[config.mk]
export PLATFORM = sky130hd
export DESIGN_NAME = fetch_unit
export DESIGN_NICKNAME = d
export VERILOG_FILES = /design/src/rtl/fetch_unit.sv
export SDC_FILE = /design/constraint.sdc
export NUM_CORES = 1
export LEC_CHECK = 0
export CORE_UTILIZATION = 43
export CTS_CLUSTER_SIZE = 30
export DETAILED_ROUTE_END_ITERATION = 8
export PLACE_DENSITY_LB_ADDON = 0.3
export SLEW_MARGIN = 30
export SYNTH_ARGS = -nofsm -noshare
export SYNTH_HDL_FRONTEND = slang
export SYNTH_SLANG_ARGS = --single-unit
[constraint.sdc]
create_clock -name clk -period 12.86 [get_ports clk]
set_input_delay 3.858 -clock clk [delete_from_list [all_inputs] [get_ports clk]]
set_output_delay 3.858 -clock clk [all_outputs]
set_load 0.005 [all_outputs]
[src/rtl/fetch_unit.sv]
// fetch_unit: fetch-PC generation, in-flight request tracking and a fetch queue that feeds decode
module fetch_unit #(
  parameter int PC_W = 48,
  parameter logic [PC_W-1:0] RESET_PC = '0,
  parameter int FQ_DEPTH = 4,
  parameter int MAX_OUT = 2
) (
  input  logic            clk,
  input  logic            n_reset,
  input  logic            redirect_valid,
  input  logic [PC_W-1:0] redirect_pc,
  output logic [PC_W-1:0] bp_pc,
  input  logic            bp_taken,
  input  logic [PC_W-1:0] bp_target,
  output logic            imem_req_valid,
  input  logic            imem_req_ready,
  output logic [PC_W-1:0] imem_req_addr,
  input  logic            imem_resp_valid,
  input  logic [31:0]     imem_resp_data,
  output logic            dec_valid,
  input  logic            dec_ready,
  output logic [31:0]     dec_instr,
  output logic [PC_W-1:0] dec_pc,
  output logic            dec_pred_taken
);
  localparam int QW = $clog2(FQ_DEPTH);
  localparam int QCW = $clog2(FQ_DEPTH + 1);
  localparam int IW = (MAX_OUT > 1) ? $clog2(MAX_OUT) : 1;
  localparam int CW = $clog2(MAX_OUT + 1);
  localparam logic [IW-1:0] I_LAST = IW'(MAX_OUT - 1);
  localparam logic [PC_W-1:0] ALIGN = ~PC_W'(3);

  logic [PC_W-1:0] r_pc;
  logic [PC_W-1:0] r_if_pc [MAX_OUT];
  logic            r_if_tk [MAX_OUT];
  logic [IW-1:0]   r_if_wp, r_if_rp;
  logic [CW-1:0]   r_infl, r_drop;
  logic [31:0]     r_fq_instr [FQ_DEPTH];
  logic [PC_W-1:0] r_fq_pc [FQ_DEPTH];
  logic            r_fq_tk [FQ_DEPTH];
  logic [QW-1:0]   r_fq_wp, r_fq_rp;
  logic [QCW-1:0]  r_fq_cnt;
  logic            w_resp, w_credit, w_fire, w_push, w_pop, w_fq_nz;

  // Responses arriving with nothing outstanding are ignored entirely.
  assign w_resp = imem_resp_valid && (r_infl != '0);
  // Live (non-stale) outstanding requests each hold a reserved queue slot.
  assign w_credit = (32'(r_fq_cnt) + 32'(r_infl) - 32'(r_drop)) < 32'(FQ_DEPTH);
  assign imem_req_valid = n_reset && !redirect_valid && (r_infl < CW'(MAX_OUT)) && w_credit;
  assign w_fire = imem_req_valid && imem_req_ready;
  assign w_push = w_resp && (r_drop == '0) && !redirect_valid;
  assign w_fq_nz = r_fq_cnt != '0;
  assign dec_valid = w_fq_nz && !redirect_valid;
  assign w_pop = dec_valid && dec_ready;
  assign bp_pc = r_pc;
  assign imem_req_addr = r_pc;
  assign dec_instr = w_fq_nz ? r_fq_instr[r_fq_rp] : '0;
  assign dec_pc = w_fq_nz ? r_fq_pc[r_fq_rp] : '0;
  assign dec_pred_taken = w_fq_nz && r_fq_tk[r_fq_rp];

  // Fetch PC: redirect beats prediction, which beats sequential; held while imem stalls.
  always_ff @(posedge clk or negedge n_reset)
    if (!n_reset) r_pc <= RESET_PC;
    else if (redirect_valid) r_pc <= redirect_pc & ALIGN;
    else if (w_fire) r_pc <= bp_taken ? (bp_target & ALIGN) : r_pc + PC_W'(4);

  // In-flight bookkeeping; a redirect marks everything still outstanding as stale.
  always_ff @(posedge clk or negedge n_reset)
    if (!n_reset) begin
      r_if_wp <= '0;
      r_if_rp <= '0;
      r_infl <= '0;
      r_drop <= '0;
    end else begin
      if (w_fire) r_if_wp <= (r_if_wp == I_LAST) ? '0 : r_if_wp + IW'(1);
      if (w_resp) r_if_rp <= (r_if_rp == I_LAST) ? '0 : r_if_rp + IW'(1);
      r_infl <= r_infl + CW'(w_fire) - CW'(w_resp);
      if (redirect_valid) r_drop <= r_infl - CW'(w_resp);
      else if (w_resp && r_drop != '0) r_drop <= r_drop - CW'(1);
    end

  // In-flight payload: the PC and prediction of each accepted request.
  always_ff @(posedge clk)
    if (w_fire) begin
      r_if_pc[r_if_wp] <= r_pc;
      r_if_tk[r_if_wp] <= bp_taken;
    end

  // Fetch-queue pointers and occupancy; a redirect flushes the queue.
  always_ff @(posedge clk or negedge n_reset)
    if (!n_reset) begin
      r_fq_wp <= '0;
      r_fq_rp <= '0;
      r_fq_cnt <= '0;
    end else if (redirect_valid) begin
      r_fq_wp <= '0;
      r_fq_rp <= '0;
      r_fq_cnt <= '0;
    end else begin
      if (w_push) r_fq_wp <= r_fq_wp + QW'(1);
      if (w_pop) r_fq_rp <= r_fq_rp + QW'(1);
      r_fq_cnt <= r_fq_cnt + QCW'(w_push) - QCW'(w_pop);
    end

  // Fetch-queue payload: instruction paired with the PC and prediction it was fetched under.
  always_ff @(posedge clk)
    if (w_push) begin
      r_fq_instr[r_fq_wp] <= imem_resp_data;
      r_fq_pc[r_fq_wp] <= r_if_pc[r_if_rp];
      r_fq_tk[r_fq_wp] <= r_if_tk[r_if_rp];
    end
endmodule

Word level (Yosys, flattened, before mapping). Memories as Yosys holds them, arrays and structs flattened. Cells that the tools add are included. W data, S select, Z words.

Register bits after elaboration: 61. Bits in writable memories: 422. Input port bits: 135. Output and inout bits: 179. Logic and storage cells: 66. Memories kept: 5.

Memories: r_fq_pc (words 4, width 48, rd ports 1, clocked after Yosys merged registers in 0, wr ports 1, line 39) `logic [PC_W-1:0] r_fq_pc [FQ_DEPTH];`; r_fq_instr (words 4, width 32, rd ports 1, clocked after Yosys merged registers in 0, wr ports 1, line 38) `logic [31:0] r_fq_instr [FQ_DEPTH];`; r_if_pc (words 2, width 48, rd ports 1, clocked after Yosys merged registers in 0, wr ports 1, line 34) `logic [PC_W-1:0] r_if_pc [MAX_OUT];`; r_fq_tk (words 4, width 1, rd ports 1, clocked after Yosys merged registers in 0, wr ports 1, line 40) `logic r_fq_tk [FQ_DEPTH];`; r_if_tk (words 2, width 1, rd ports 1, clocked after Yosys merged registers in 0, wr ports 1, line 35) `logic r_if_tk [MAX_OUT];`.

Add/sub/neg operators: 13. $lt $le $gt $ge: 2. Muxes and demuxes: 18. Reduce and logical (&&, ||, !) cells: 20.

Operator list (number): $mux W48 (4); $add A48 B3 Y48 const B (1); $lt A32 B3 Y1 const B (1); $mux W32 (1); $mux W2 (6); $reduce_bool A2 Y1 (6); $logic_and A1 B1 Y1 (11); $mux W1 (6); $sub A4 B2 Y5 (1); $add A2 B1 Y2 const B (2); $add A3 B2 Y4 (1); $sub A2 B1 Y2 (2); $add A3 B1 Y3 (1); $mux W3 (1); $reduce_bool A3 Y1 (1); $sub A3 B1 Y3 (1); $add A1 B1 Y1 const B (2); $add A2 B1 Y2 (1); $logic_not A2 Y1 (1); $lt A2 B2 Y1 const B (1); $sub A2 B1 Y2 const B (1); $logic_not A1 Y1 (1).

Depth between registers and ports, before layout.
Word-level depth: 7. Mapped depth: 14. Depth with buffers taken out: 13.

Least setup slack after synthesis. Ideal clock, no wire load.

Path type: input to output. From: input redirect_valid. To: output dec_valid. Arrival time: 5.097 ns. Required time: 9.002 ns. Slack: 3.905 ns. Stages on the path: 5. Path buffers: 4. Path through: clkbuf_1 -> clkbuf_1 -> clkbuf_1 -> buf_1 -> a31oi_1.

Cells in the longest elaborated chain, start to end: 2.

Ends and longest elaborated chain: from (decl) (line 10) `input logic redirect_valid,`; $logic_not A1 Y1 (line 53) `assign dec_valid = w_fq_nz && !redirect_valid;`; $logic_and A1 B1 Y1 (line 53); to (decl) (line 20) `output logic dec_valid,`.

Every way passes these cells.

Final worst setup path.
From: input n_reset. To: output imem_req_valid.

Cells in the longest elaborated chain, start to end: 3.

Ends and longest elaborated chain: from (decl) (line 9) `input logic n_reset,`; $logic_and A1 B1 Y1 (3 in series) (line 49) `assign imem_req_valid = n_reset && !redirect_valid && (r_infl < CW'(MAX_OUT)) && w_credit;`; to (decl) (line 15) `output logic imem_req_valid,`.

Every way passes these cells.

==> run summary <==
======================================================================================================
Status                                                                                    finished clean
Setup repair after global routing missed its margin                                              false
Count of unique library cells instantiated by Yosys                                                 64
Worst Path Class, Setup                                                                      in -> out
Slowest stage cell on the critical path                                                   clkdlybuf4s50_1
Count of cells resized by post-cts repair                                                            0
Number of routed nets with antenna violations                                                        0
Dominant synthesized flop cell                                                                edfxtp_1
Sequential Power Share                                                                           43.1%
Register Area                                                                                13800 um2
Remaining routing DRC violations                                                                     0
Time the final worst path needs with I/O delays and setup                                      9.31 ns
Global Route met1 Usage                                                                          29.4%
Die outline area                                                                             47600 um2
Top Usage Layer GRT                                                                               met2
Quantity of I/O buffers inserted on ports                                                          303
Number of buffer and inverter stages on the critical path                                            2
Share of flip-flops with an asynchronous set or reset after synthesis                            12.6%
Detailed-route via count                                                                         12400
Hold WC Path Type                                                                           reg -> reg
Number of setup buffers added after CTS                                                              0
Crit path required time                                                                        9.00 ns
Overall routed net length                                                                      52.0 mm
Average detailed-routed wire length per instance                                               24.1 um
Portion of the clock cycle consumed by the worst path in the final layout                        72.4%
Total count of max-transition violations in the final report                                         0
Fraction of power spent switching nets                                                           27.8%
Standard-cell row count                                                                             78
Cells along the critical path                                                             buf_2 -> nand3_1 -> a2111oi_0 -> clkdlybuf4s50_1
GR Overflow Total                                                                                    0
Clock tree from TritonCTS                                                                         done
GRT met2 Usage                                                                                   35.4%
Global-route wire length before repair                                                         77.2 mm
Overall fraction of global-route tracks in use                                                   22.0%
Final layout net count                                                                            1678
Fmax                                                                                         0.107 GHz
Antenna violations before repair                                                                     0
Height of the chip                                                                              218 um
Final HPWL DP                                                                                  32.6 mm
Initial DRC count                                                                                 1006
Transition time at the pin with the least slew margin                                         0.861 ns
TritonCTS buffer count                                                                              49
Hold violation total from the final report                                                           0
Sinks on Clock Net                                                                                 469
Startpoint Class                                                                            input port
Largest area contributor in the netlist                                                       edfxtp_1
I/O pin total                                                                                      314
Part of the power in the clock network                                                           29.9%
Share of layout cells above drive strength 1                                                     15.1%
Logic gate share of total power                                                                  27.0%
Largest net degree at the start of global routing                                                   71
Clock Latency Late Sink                                                                        0.58 ns
Crit path arrival time                                                                         5.45 ns
Count of state elements after synthesis                                                            469
Internal power                                                                                 3.25 mW
Max Fanout on Critical Path                                                                          6
Pwr/cell area                                                                               180 nW/um2
Lkg Pwr                                                                                        8.23 nW
Average cell area after synthesis                                                             15.9 um2
Most area-consuming cells after synthesis                                                 edfxtp_1, mux4_2, dfrtp_1, mux2_2, and2_1
Area of the multi-input gates                                                                 5620 um2
Min-Delay Startpoint                                                                           r_if_wp
Overall Power                                                                                  4.50 mW
Detailed-routing iteration count for the pre-antenna-repair pass                                     7
Type of element capturing the critical path                                               primary output
Cells after synthesis                                                                             1267
Startpoint of the most critical setup path                                                     n_reset
Top cell type's share of synthesized area                                                        61.3%
Number of warnings printed during yosys synthesis                                                    0
Max_slew headroom                                                                                42.6%
Number of buffers inserted by hold repair at cts                                                     0
Total negative slack for setup checks                                                             0 ns
Core Footprint                                                                               45800 um2
Reported net switching power                                                                   1.25 mW
Clock transition at the register clock pins on the worst setup and hold paths after CTS        0.06 ns
Post-synth EDFFs                                                                                   410
Vias in the first global route                                                                   12500
Cell family contributing the most delay on the critical path                              buffers and inverters
Worst Clk Skew                                                                               0.0189 ns
Cell chosen for the clock root                                                               clkbuf_16
Max-cap violations                                                                                   0
Final setup violation count                                                                          0
Post-synthesis sequential area ratio                                                             68.6%
Synthesized cell area                                                                        20100 um2
Filler Cells Inserted                                                                             3702
Met3 routing resource usage after global routing                                                 4.01%
CTS H-Tree Depth                                                                                     2
Area growth from synthesis to layout                                                             24.5%
CTS max path bufs                                                                                    3
FF-to-FF Start                                                                               r_infl[1]
GPL Wtd Cong                                                                                     0.884
Initial core utilization                                                                         43.9%
Diodes inserted                                                                                      0
Per-cell via count in the routed design                                                           5.72
Die width                                                                                       218 um
VDD IR-drop max                                                                              0.0950 mV
Stage delay of the slowest cell on the critical path                                           0.64 ns
======================================================================================================
[power groups by stage]
stage                     Clock (mW)  Sequential, mW  Combinational (mW)
final                           1.35            1.94                1.21
after detailed placement           0            1.97                1.23
after floorplan                    0            1.90               0.692
after global routing            1.44            1.95                1.32
after global placement             0            1.96                1.20
after CTS                       1.38            1.94                1.24
[registers in the layout, indices dropped and copies added, names as in the netlist]
name	count
r_fq_rp	2
r_fq_wp	2
r_if_pc	92
r_fq_pc	184
r_if_tk	2
r_fq_cnt	3
r_fq_instr	128
r_infl	2
r_fq_tk	4
r_drop	2
r_if_wp	1
r_if_rp	1
bp_pc	46
[area by class of cell]
class                      count  area share [%]
clock buffer                  64            5.30
clock inverter                22           0.756
inverter                      32           0.480
multi-input combinational    651            22.5
sequential                   469            55.2
tap                          600            3.00
timing repair buffer         323            12.8
[stage by stage]
step | cells | setup slack (ns) | utilization, % | instance area [um2] | hold slack (ns)
6_report | 2161 | 3.55 | 54.6 | 25000 | 0.539
5_1_grt | 2161 | 3.43 | 54.6 | 25000 | 0.576
4_1_cts | 2161 | 3.52 | 54.6 | 25000 | 0.542
3_5_place_dp | 2075 | 3.54 | 51.3 | 23500 | 0.529
3_3_place_gp | 2073 | 3.68 | 51.2 | 23400 | 0.526
2_1_floorplan | 1272 | 3.91 | - | 20100 | 0.460
[cell usage after synthesis, types with 25 or more instances]
| cell | n |
|---|---|
| edfxtp_1 | 410 |
| and2_1 | 87 |
| mux4_2 | 79 |
| o21ai_0 | 63 |
| nand2_1 | 61 |
| dfrtp_1 | 59 |
| clkbuf_1 | 56 |
| buf_4 | 52 |
| mux2_2 | 49 |
| nor2_1 | 45 |
| inv_1 | 31 |
| a21oi_1 | 28 |
| nand3_1 | 25 |
[path summary, 6_finish.rpt]
kind / cells after the start / slack (ns) / to
worst min-delay path: 1 / 0.54 / r_if_wp
max in group asynchronous: 2 / 8.63 / r_fq_rp[1]
worst max-delay path: 4 / 3.55 / imem_req_valid
min in group asynchronous: 2 / 3.53 / bp_pc[23]
worst min register to register: 1 / 0.54 / r_if_wp
worst max register to register: 10 / 8.32 / r_if_pc[1][32]
[cells in the final DEF, fill, tap and decap left out, drive strengths merged, types with 4 or more instances in the layout]
master / instances
nor3: 10
mux4: 79
clkbuf: 64
nand4: 18
a2bb2oi: 6
conb: 6
clkinv: 16
nand2b: 4
nand2: 61
dfrtp: 59
and3: 9
and2: 87
a31oi: 11
clkdlybuf4s50: 300
mux2: 49
o22ai: 7
and4: 8
o211ai: 4
xor2: 6
ha: 15
a21oi: 28
nand3: 26
or3: 5
a22o: 4
o31ai: 13
xnor2: 14
a32oi: 7
or4: 5
edfxtp: 410
inv: 34
a221oi: 5
o21ai: 64
nor2: 45
a211oi: 5
buf: 23
nor4: 12
[cells by family after synthesis]
family | count (synthesis) | share of synthesized area (%)
compound gates | 180 | 5.87
xor+xnor | 20 | 0.872
fa+ha+maj | 17 | 1.13
buf+inv | 152 | 3.82
flops | 469 | 68.6
mux | 130 | 11.7
other cells | 1 | 0.0187
simple gates | 298 | 7.95
[per-layer routing]
metal | vias to the layer above | wire [um]
met5 | - | 0
met1 | 6282 | 21500
met3 | 98 | 3700
met2 | 586 | 25100
met4 | 0 | 1710
li1 | 5393 | -
Note: power is estimated with default switching activity, not from simulation.
